## src/rtl/toggle_seq.sv

```systemverilog
// Pulse sequencer driving the T input of a downstream toggle stage: N pulses spaced by a period.
// Define TGEN_QTRACK_EN to build the q_exp tracker that predicts the downstream Q.
module toggle_seq #(
  parameter int unsigned CW = 8
) (
  input  logic          clk,
  input  logic          reset,
  input  logic          start,
  input  logic [CW-1:0] count,
  input  logic [CW-1:0] period,
  input  logic          abort,
  output logic          T,
  output logic          busy,
  output logic          done,
  output logic [CW-1:0] remaining,
  output logic          q_exp
);

  typedef enum logic [1:0] {StIdle, StRun, StDone} state_e;

  state_e        state_q, state_d;
  logic          t_q, t_d;
  logic [CW-1:0] rem_q, rem_d;
  logic [CW-1:0] timer_q, timer_d;
  logic [CW-1:0] peff_q, peff_d;

  always_ff @(posedge clk or posedge reset) begin
    if (reset) begin
      state_q <= StIdle;
      t_q     <= 1'b0;
      rem_q   <= '0;
      timer_q <= '0;
      peff_q  <= '0;
    end else begin
      state_q <= state_d;
      t_q     <= t_d;
      rem_q   <= rem_d;
      timer_q <= timer_d;
      peff_q  <= peff_d;
    end
  end

  always_comb begin
    state_d = state_q;
    t_d     = 1'b0;
    rem_d   = rem_q;
    timer_d = timer_q;
    peff_d  = peff_q;
    unique case (state_q)
      StIdle: begin
        if (start && !abort) begin
          peff_d  = (period == '0) ? CW'(1) : period;
          rem_d   = count;
          timer_d = '0;
          state_d = (count == '0) ? StDone : StRun;
        end
      end
      StRun: begin
        // Abort outranks completion and pulse issue; remaining keeps its value.
        if (abort) begin
          state_d = StIdle;
        end else if (rem_q == '0 && timer_q == '0) begin
          state_d = StDone;
        end else if (timer_q == '0) begin
          t_d     = 1'b1;
          rem_d   = rem_q - CW'(1);
          timer_d = peff_q - CW'(1);
        end else begin
          timer_d = timer_q - CW'(1);
        end
      end
      StDone: begin
        state_d = StIdle;
      end
      default: begin
        state_d = StIdle;
      end
    endcase
  end

  assign T         = t_q;
  assign busy      = (state_q == StRun);
  assign done      = (state_q == StDone);
  assign remaining = rem_q;

`ifdef TGEN_QTRACK_EN
  logic q_q;

  always_ff @(posedge clk or posedge reset) begin
    if (reset) begin
      q_q <= 1'b0;
    end else if (t_q) begin
      q_q <= ~q_q;
    end
  end

  assign q_exp = q_q;
`else
  assign q_exp = 1'b0;
`endif

endmodule

```

## config.mk

```make
export PLATFORM = sky130hd
export DESIGN_NAME = toggle_seq
export DESIGN_NICKNAME = d
export VERILOG_FILES = /design/src/rtl/toggle_seq.sv
export SDC_FILE = /design/constraint.sdc
export NUM_CORES = 1
export LEC_CHECK = 0
export BUFFER_PORTS_ARGS = -buffer_cell sky130_fd_sc_hd__buf_4
export CORE_MARGIN = 2
export CORE_UTILIZATION = 30
export CTS_BUF_LIST = sky130_fd_sc_hd__clkbuf_16
export DETAILED_ROUTE_END_ITERATION = 8
export HOLD_SLACK_MARGIN = 0.15
export PLACE_DENSITY = 0.56
export SLEW_MARGIN = 20
export SYNTH_ARGS = -nofsm -noshare
export SYNTH_HDL_FRONTEND = slang
export SYNTH_SLANG_ARGS = --single-unit
```

## constraint.sdc

```tcl
create_clock -name clk -period 6.7 [get_ports clk]
set_input_delay 1.34 -clock clk [delete_from_list [all_inputs] [get_ports clk]]
set_output_delay 1.34 -clock clk [all_outputs]
set_load 0.05 [all_outputs]
```

==> impl_results.md <==
* CP endpoint: busy
* Vias at 1501
* Cells on worst reg2reg path at 9
* Clock-pin slew on the worst setup and hold paths at 0.06 ns
* Post CTS Setup Buffer Count at 0
* Die ar. at 6040 µm²
* Req. time, crit path at 5.36 ns
* Pre-CTS WS at 3.57 ns
* Main synth FF type: dfrtp_1
* Status: finished clean
* Drc violations at 0
* Commonest non-fill, non-tap cell in the layout: buf_4
* Setup_tns at 0 ns
* GPL Wtd Cong at 0.857
* Final worst clock skew at 0.00118 ns
* Placed cells at 274
* Max cap viols at 0
* First-pass GRT wire length at 7290 µm
* Drt wl/cell at 14.9 µm
* I/O Pins at 32
* Pwr Density at 453 nW/µm²
* Final Max Tran Viols at 0
* Sequential area share after synthesis at 41.4%
* Worst-Margin Slew at 0.731 ns
* Syn_nets at 204
* Yosys Warn Count at 0
* CTS root buffer: clkbuf_16
* Final Non-Filler Cells at 278
* Mux cell area share after synthesis at 5.37%
* Syn Inst Count at 181
* Yosys cell types at 47
* Leak at 0.000827 µW
* Vias per cell at 5.40
* CP arrival at 1.53 ns
* Critical Path Start: state_q[1]$_DFFE_PP0P_
* Switching power at 427 µW
* Clock network power share at 15.0%
* CTS tree: done
* FF-to-FF setup slack at 3.97 ns
* HP Start: timer_q[1]$_DFFE_PP0P_
* Kind of critical path: flip-flop to primary output
* First-pass iteration count of the detailed router at 4
* Worst VDD drop at 0.232 mV
* Num CTS Buffers at 3
* Die width at 77.7 µm
* Layout cells sized above 1 at 24.5%
* Initial Utilization at 31.5%
* Slew headroom at 50.9%
* Critical Path End Type: primary output
* Part of the power in combinational logic at 51.4%
* Fmax at 0.348 GHz
* Synthesized area per cell at 9.01 µm²
* RR Startpoint: timer_q[0]$_DFFE_PP0P_
* Vias in the first global route at 1483
* Final Hold Viols at 0
* Port bufs at 30
* Largest family of logic cells by synthesized area: compound AO/OA/AOI/OAI gates
* Post-synthesis xor/xnor area fraction at 0.537%
* Flop pwr share at 33.6%
* Post-synthesis simple-gate area fraction at 21.7%
* Final setup viols at 0
* Synthesized area at 1630 µm²
* Fin crit period at 2.87 ns
* Final worst slack at 3.83 ns
* GRT Total Usage at 14.7%
* Reg2reg end: timer_q[4]$_DFFE_PP0P_
* RSZ-0062 raised after global routing: false
* H-Tree Depth at 1
* Die Y at 77.7 µm
* Worst-Skew Late Latency at 0.26 ns
* Worst hold path class: flip-flop to flip-flop
* Synthesized flop and latch total at 27
* Clock Sinks at 27
* Rows at 26
* Core area at 5170 µm²
* DRT antenna net count at 0
* Net Sw Frac at 47.2%
* Nets at 232
* Post-synth EDFFs at 0
* HPWL Detailed at 3050 µm
* Crit share post-route at 42.8%
* Area Overhead vs Synth at 22.5%
* Pin count of the biggest net entering global routing at 28
* Drt first-iter violations at 105
* Asr flop ratio synth at 100%
* Crit-path max FO at 17
* CTS max path bufs at 2
* Initial antenna violation count at 0
* Post-CTS Resized at 0
* # diodes at 0
* Post-Route WL at 4150 µm
* Hold_buf cts at 0
* Synth Area in Compound Gates at 24.1%
* Aggregate global routing overflow at 0
* Critical path launch point type: flip-flop
* Power Internal at 477 µW
* Commonest cells after routing, fill and taps aside: buf_4, dfrtp_1, a21oi_1
* Adder-Cell Fraction of Synth Area at 2.30%
==> area by class of cell <==
class	instances	area, µm²
timing repair buffer	30	225
tap	70	87.6
fill	527	3180
clock inverter	1	3.75
clock buffer	3	75.1
sequential	27	676
inverter	8	30.0
multi-input combinational	139	900
==> state kept, by name (all words and copies together) (netlist names) <==
register and count:
remaining 8, peff_q 8, state_q 2, timer_q 8
T 1
==> worst min path at each step <==
stage	endpoint	slack [ns]	cells past startpoint
3_5_place_dp	timer_q[1]$_DFFE_PP0P_	0.51	2
2_1_floorplan	state_q[1]$_DFFE_PP0P_	0.46	1
4_1_cts	timer_q[1]$_DFFE_PP0P_	0.52	2
3_3_place_gp	timer_q[1]$_DFFE_PP0P_	0.49	2
6_report	timer_q[1]$_DFFE_PP0P_	0.52	2
5_1_grt	timer_q[1]$_DFFE_PP0P_	0.54	2
==> per-layer routing <==
metal / GRT usage [%] / wire length, µm
met2: 23.5 / 1970
met3: 1.86 / 162
met4: 4.29 / 52
met5: 0 / 0
met1: 20.7 / 1960
==> worst max-delay path: stages, from the launching register on <==
cell	delay [ns]
dfrtp_1	0.43
nand2b_1	0.30
inv_2	0.28
buf_4	0.25
==> power groups by stage <==
| stage | registers, µW | clock network (µW) | logic, µW |
|---|---|---|---|
| final | 304 | 136 | 465 |
| after global routing | 317 | 147 | 512 |
| after CTS | 302 | 140 | 465 |
| after detailed placement | 302 | 0 | 461 |
| after global placement | 306 | 0 | 459 |
| after floorplan | 361 | 0 | 289 |
==> synthesized netlist by cell type, types with 2 or more instances <==
cell	number	area share (%)
nand2_1	14	3.2
or4_2	2	1.1
nor3_1	8	2.5
a31o_2	2	1.1
or3_1	6	2.3
o21ai_0	13	4.0
inv_1	7	1.6
o22ai_1	4	1.5
dfrtp_1	27	41
a31oi_1	5	1.9
nor2_1	10	2.3
nor4_1	5	1.9
mux2i_1	2	1.2
clkbuf_1	3	0.69
nand2b_1	4	1.5
or4_1	2	0.92
buf_2	2	0.61
a21oi_1	21	6.4
o31ai_1	2	0.92
ha_1	3	2.3
o2bb2ai_1	2	1.1
nand3_1	3	0.92
nor4b_1	2	1.1
mux2_2	6	4.1
o21ai_1	4	1.2
==> logic make-up after synthesis <==
kind of cell / count (synthesis)
other cells: 1
buf+inv: 15
fa+ha+maj: 3
simple gates: 63
xor+xnor: 1
mux: 8
flops: 27
compound gates: 63
==> through the flow <==
stage / power [µW] / util [%] / hold WS [ns] / cell area, µm²
after global routing: 976 / 38.6 / 0.540 / 2000
after detailed placement: 763 / 36.9 / 0.506 / 1910
after floorplan: 650 / - / 0.461 / 1630
after CTS: 907 / 38.4 / 0.521 / 1990
after global placement: 765 / 36.9 / 0.495 / 1910
final: 905 / 38.6 / 0.519 / 2000
(Power assumes the default switching activity.)
